`src/rtl/piso_tx_pkg.sv`:
```
// Shared constants for the lock-datapath serial transmitter.
// Holds the FSM state encodings and the serial line levels.
package piso_tx_pkg;

    localparam logic [1:0] ST_IDLE  = 2'd0;
    localparam logic [1:0] ST_START = 2'd1;
    localparam logic [1:0] ST_DATA  = 2'd2;
    localparam logic [1:0] ST_STOP  = 2'd3;

    localparam logic IDLE_LEVEL  = 1'b1;
    localparam logic START_LEVEL = 1'b0;

endpackage

```
`src/rtl/piso_tx_shreg.sv`:
```
// WIDTH-bit load/shift register for piso_tx; presents the next bit to send
// at the end selected by msb_first and shifts toward it with zero fill.
module piso_shreg
    import piso_tx_pkg::*;
#(
    parameter int WIDTH = 4
) (
    input  logic             clk,
    input  logic             clr,
    input  logic             load,
    input  logic             shift,
    input  logic             msb_first,
    input  logic [WIDTH-1:0] data_i,
    output logic             bit_o
);

    logic [WIDTH-1:0] shreg_q, shreg_d;

    always_comb begin
        shreg_d = shreg_q;
        if (load) begin
            shreg_d = data_i;
        end else if (shift) begin
            shreg_d = msb_first ? (shreg_q << 1) : (shreg_q >> 1);
        end
    end

    always_ff @(posedge clk) begin
        if (clr) begin
            shreg_q <= '0;
        end else begin
            shreg_q <= shreg_d;
        end
    end

    assign bit_o = msb_first ? shreg_q[WIDTH-1] : shreg_q[0];

endmodule

```
`src/rtl/piso_tx.sv`:
```
// Framed parallel-in serial-out transmitter: start(0), WIDTH data bits, stop(1),
// advanced one bit per ce strobe. Line, done and state are all registered.
module piso_tx
    import piso_tx_pkg::*;
#(
    parameter int WIDTH     = 4,
    parameter int MSB_FIRST = 1
) (
    input  logic             clk,
    input  logic             clr,
    input  logic             ce,
    input  logic [WIDTH-1:0] data_i,
    input  logic             load_i,
    output logic             ready_o,
    output logic             ser_o,
    output logic             busy_o,
    output logic             done_o
);

    localparam int            CW       = $clog2(WIDTH + 1);
    localparam logic [CW-1:0] CNT_LAST = CW'(WIDTH);
    localparam logic [CW-1:0] CNT_ONE  = CW'(1);
    localparam logic          DIR_MSB  = (MSB_FIRST != 0);

    logic [1:0]    state_q, state_d;
    logic [CW-1:0] cnt_q, cnt_d;
    logic          ser_q, ser_d;
    logic          done_q, done_d;
    logic          sh_load, sh_shift, sh_bit;

    piso_shreg #(.WIDTH(WIDTH)) u_shreg (
        .clk       (clk),
        .clr       (clr),
        .load      (sh_load),
        .shift     (sh_shift),
        .msb_first (DIR_MSB),
        .data_i    (data_i),
        .bit_o     (sh_bit)
    );

    always_comb begin
        state_d  = state_q;
        cnt_d    = cnt_q;
        ser_d    = ser_q;
        done_d   = 1'b0;
        sh_load  = 1'b0;
        sh_shift = 1'b0;
        case (state_q)
            ST_IDLE: begin
                // ce is deliberately ignored here: a load always wins.
                ser_d = IDLE_LEVEL;
                if (load_i) begin
                    sh_load = 1'b1;
                    cnt_d   = '0;
                    state_d = ST_START;
                    ser_d   = START_LEVEL;
                end
            end
            ST_START: begin
                ser_d = START_LEVEL;
                if (ce) begin
                    state_d  = ST_DATA;
                    ser_d    = sh_bit;
                    sh_shift = 1'b1;
                    cnt_d    = CNT_ONE;
                end
            end
            ST_DATA: begin
                if (ce) begin
                    if (cnt_q < CNT_LAST) begin
                        ser_d    = sh_bit;
                        sh_shift = 1'b1;
                        cnt_d    = cnt_q + CNT_ONE;
                    end else begin
                        state_d = ST_STOP;
                        ser_d   = IDLE_LEVEL;
                    end
                end
            end
            ST_STOP: begin
                ser_d = IDLE_LEVEL;
                if (ce) begin
                    state_d = ST_IDLE;
                    done_d  = 1'b1;
                end
            end
            default: begin
                state_d = ST_IDLE;
                ser_d   = IDLE_LEVEL;
            end
        endcase
    end

    always_ff @(posedge clk) begin
        if (clr) begin
            state_q <= ST_IDLE;
            cnt_q   <= '0;
            ser_q   <= IDLE_LEVEL;
            done_q  <= 1'b0;
        end else begin
            state_q <= state_d;
            cnt_q   <= cnt_d;
            ser_q   <= ser_d;
            done_q  <= done_d;
        end
    end

    assign ready_o = (state_q == ST_IDLE);
    assign busy_o  = ~ready_o;
    assign ser_o   = ser_q;
    assign done_o  = done_q;

endmodule

```
`config.mk`:
```
export PLATFORM = sky130hd
export DESIGN_NAME = piso_tx
export DESIGN_NICKNAME = d
export VERILOG_FILES = /design/src/rtl/piso_tx_pkg.sv /design/src/rtl/piso_tx_shreg.sv /design/src/rtl/piso_tx.sv
export SDC_FILE = /design/constraint.sdc
export NUM_CORES = 1
export LEC_CHECK = 0
export CORE_AREA = 2 2 39 41
export CTS_BUF_LIST = sky130_fd_sc_hd__clkbuf_16
export CTS_CLUSTER_SIZE = 20
export DETAILED_ROUTE_END_ITERATION = 10
export DIE_AREA = 0 0 41 43
export DONT_BUFFER_PORTS = 1
export GPL_ROUTABILITY_DRIVEN = 0
export PLACE_DENSITY = 0.71
export SKIP_CTS_REPAIR_TIMING = 1
export SLEW_MARGIN = 40
export SYNTH_ARGS = -nofsm -noshare
export SYNTH_HDL_FRONTEND = slang
export SYNTH_SLANG_ARGS = --single-unit
```
`constraint.sdc`:
```
create_clock -name clk -period 2.3 [get_ports clk]
set_input_delay 0.345 -clock clk [delete_from_list [all_inputs] [get_ports clk]]
set_output_delay 0.345 -clock clk [all_outputs]
set_load 0.02 [all_outputs]
```
==> results.py <==
metrics = {
    "clock_network": {
        "cts-root-buf": "clkbuf_16",
        "ctsHtreeMaxLevel": 1,
        "clock_latency_ns": 0.24,
        "clock-sinks": 11,
        "cts_made_buffers": 3,
        "clk_pin_slew_ns": 0.04,
        "tritoncts": "built",
        "clock_path_buffers": 2,
    },
    "yosys": {
        "synth_compound_area_share_pct": 20.7,
        "yosys.area_share.simple_pct": 15.9,
        "synth.distinct_cells": 24,
        "synth_seq_cells": 11,
        "synth_top_family_by_area": "compound AO/OA/AOI/OAI gates",
        "synth_mux_area_share_pct": 6.36,
        "syn_area_per_cell_um2": 8.99,
        "synth_xor_area_share_pct": 0,
        "synth-seq-area-share_pct": 35.0,
        "netlist_area_um2": 629,
        "synth_warnings": 0,
        "syn_inst": 70,
        "syn-num-nets": 87,
        "synth_fa_ha_area_share_pct": 17.9,
    },
    "min_path": {
        "hold_start": "clr",
        "hold_path.class": "in2reg",
        "hold_path_depth": 1,
        "hold_path_end": "cnt_q[1]",
    },
    "pwr": {
        "ir_drop_uv": 648,
        "switching_power_mw": 0.354,
        "leakagePower_nw": 0.329,
        "p_sw_share_pct": 37.3,
        "p_per_area_nw_per_um2": 1310,
        "p_seq_share_pct": 29.1,
        "p_int_mw": 0.596,
        "power_frac_comb_pct": 37.6,
        "clock_power_share_pct": 33.3,
    },
    "final_layout": {
        "num-nets-final": 91,
        "layout-drive-gt1-share_pct": 5.48,
        "syn_to_final_growth_pct": 15.1,
        "multi_input_area_um2": 383,
        "num_antenna_cells": 0,
        "fin_cells": 89,
        "area.sequential_um2": 220,
        "nFillCells": 121,
    },
    "timing": {
        "fmax_ghz": 0.587,
        "finalCritPeriodShare_pct": 74.1,
        "setup_viol": 0,
        "period_needed_ns": 1.70,
        "finalMaxSlewViolations": 0,
        "slew_headroom_pct": 75.3,
        "clock_skew_ns": 0.000827,
        "tightest_slew_ns": 0.370,
        "rsz0062_at_grt": "no",
        "finalSetupTns_ns": 0,
        "hold_violations": 0,
    },
    "die": {
        "core-area_um2": 1380,
        "die_x_um": 41,
        "initial_utilization_pct": 45.5,
        "dieArea_um2": 1760,
        "die_h_um": 43,
        "num_io_pins": 12,
        "rows": 14,
    },
    "critical_path": {
        "r2r-end": "u_shreg.shreg_q[1]",
        "cp-end-kind": "register",
        "cp_data_required_time_ns": 2.42,
        "reg2reg_setup_slack_ns": 0.60,
        "r2r_cells": 6,
        "cp_max_fo": 7,
        "path_class": "reg2reg",
        "r2r_start": "state_q[0]",
        "cp-start-kind": "register",
        "critPathArrivalTime_ns": 1.82,
    },
    "route": {
        "dr.pass1.iters": 4,
        "drc": 0,
        "drt_iter0_markers": 16,
        "wl_um": 1390,
        "wire_per_inst_um": 15.7,
        "viasPerCell": 5.75,
        "via_count": 512,
        "ant_nets": 0,
    },
    "run_status": {
        "status": "finished clean",
    },
    "global_routing": {
        "grt_max_degree": 9,
        "grt_pass1_wl_um": 2170,
        "overflow": 0,
        "grt_antenna_before_repair": 0,
        "grt_pass1_vias": 503,
        "grt_usage_pct": 19.6,
    },
    "placement": {
        "io_buffers": 0,
        "dp.cells": 85,
        "dpl.hpwl_um": 969,
    },
    "run": {
        "drv_cap": 0,
    },
}
==> cell usage in the layout, fill, tap and decap left out, drive strengths merged, types with 3 or more instances in the layout <==
| cell type | count |
|---|---|
| nand3 | 3 |
| mux2i | 4 |
| nor2 | 3 |
| clkbuf | 3 |
| o21ai | 3 |
| a21oi | 9 |
| nand2 | 4 |
| dfxtp | 11 |
| inv | 7 |
| ha | 9 |
==> power groups by stage <==
stage / clock network [mW] / logic (mW) / registers, mW
final: 0.317 / 0.357 / 0.277
after global routing: 0.329 / 0.387 / 0.283
after CTS: 0.321 / 0.353 / 0.276
after detailed placement: 0 / 0.346 / 0.280
after global placement: 0 / 0.345 / 0.277
after floorplan: 0 / 0.290 / 0.271
==> state kept, by name (all words and copies together), names as in the netlist <==
signal	cells
u_shreg.shreg_q	4
cnt_q	3
state_q	2
done_o	1
ser_o	1
==> per-stage QoR <==
| stage | instance area (µm²) | hold slack [ns] | total power, mW | setup WS [ns] | utilization (%) |
|---|---|---|---|---|---|
| floorplan | 629 | 0.436 | 0.561 | 0.776 | - |
| global placement | 646 | 0.417 | 0.622 | 0.661 | 46.7 |
| detailed placement | 646 | 0.418 | 0.626 | 0.630 | 46.7 |
| CTS | 724 | 0.168 | 0.951 | 0.594 | 52.4 |
| global route | 724 | 0.168 | 0.999 | 0.434 | 52.4 |
| finish | 724 | 0.170 | 0.950 | 0.596 | 52.4 |
==> synth_stat cells (all sizes together) <==
library cell / number / area share, %
o221ai: 1 / 1.4
ha: 9 / 18
o21ai: 3 / 2.4
nor2: 3 / 1.8
nor2b: 2 / 2.0
nand2: 4 / 2.4
inv: 6 / 3.6
a21oi: 9 / 7.2
and3b: 1 / 1.4
o2111ai: 1 / 1.4
a221o: 1 / 1.6
nand2b: 1 / 0.99
clkbuf: 1 / 0.60
and3: 1 / 0.99
nor3: 2 / 1.6
o21bai: 1 / 1.2
nand3: 3 / 2.4
a211oi: 2 / 2.4
dfxtp: 11 / 35
or2: 1 / 0.99
o211ai: 2 / 3.2
mux2i: 4 / 6.4
nand4b: 1 / 1.4
==> cell type report <==
class	count	share of cell area (%)
Clock buffer	3	10.4
Multi-Input combinational cell	52	52.8
Tap cell	16	2.76
Sequential cell	11	30.4
Clock inverter	1	0.518
Inverter	6	3.11
==> worst max path at each step <==
stage,startpoint,end,slack [ns],cells after the start
6_report,state_q[0],u_shreg.shreg_q[1],0.60,6
5_1_grt,state_q[1],state_q[0],0.43,6
4_1_cts,state_q[0],u_shreg.shreg_q[1],0.59,6
3_5_place_dp,state_q[0],cnt_q[1],0.63,6
3_3_place_gp,state_q[1],state_q[0],0.66,5
2_1_floorplan,state_q[0],u_shreg.shreg_q[1],0.78,6
==> layer usage <==
metal / vias up / global-route usage [%] / part of all wire, %
met4: 0 / 21.3 / 5.7
met5: - / 0 / 0
met1: 236 / 20.8 / 41
met2: 15 / 27.5 / 49
met3: 7 / 5.76 / 4.5
li1: 254 / - / -
==> worst max-delay path: stages (launching register included) <==
cell and delay, ns:
dfxtp_1 0.40, inv_1 0.13, ha_1 0.30, nor2b_1 0.17
o211ai_2 0.26, mux2i_1 0.23, a21oi_1 0.09
==> kinds of logic after synthesis <==
logic type | count (synthesis)
AOI/OAI and AO/OA | 20
and+or+nand+nor | 19
muxes | 4
adders and majority gates | 9
DFF | 11
buffers and inverters | 7
Power figures use the tool's default switching activity.
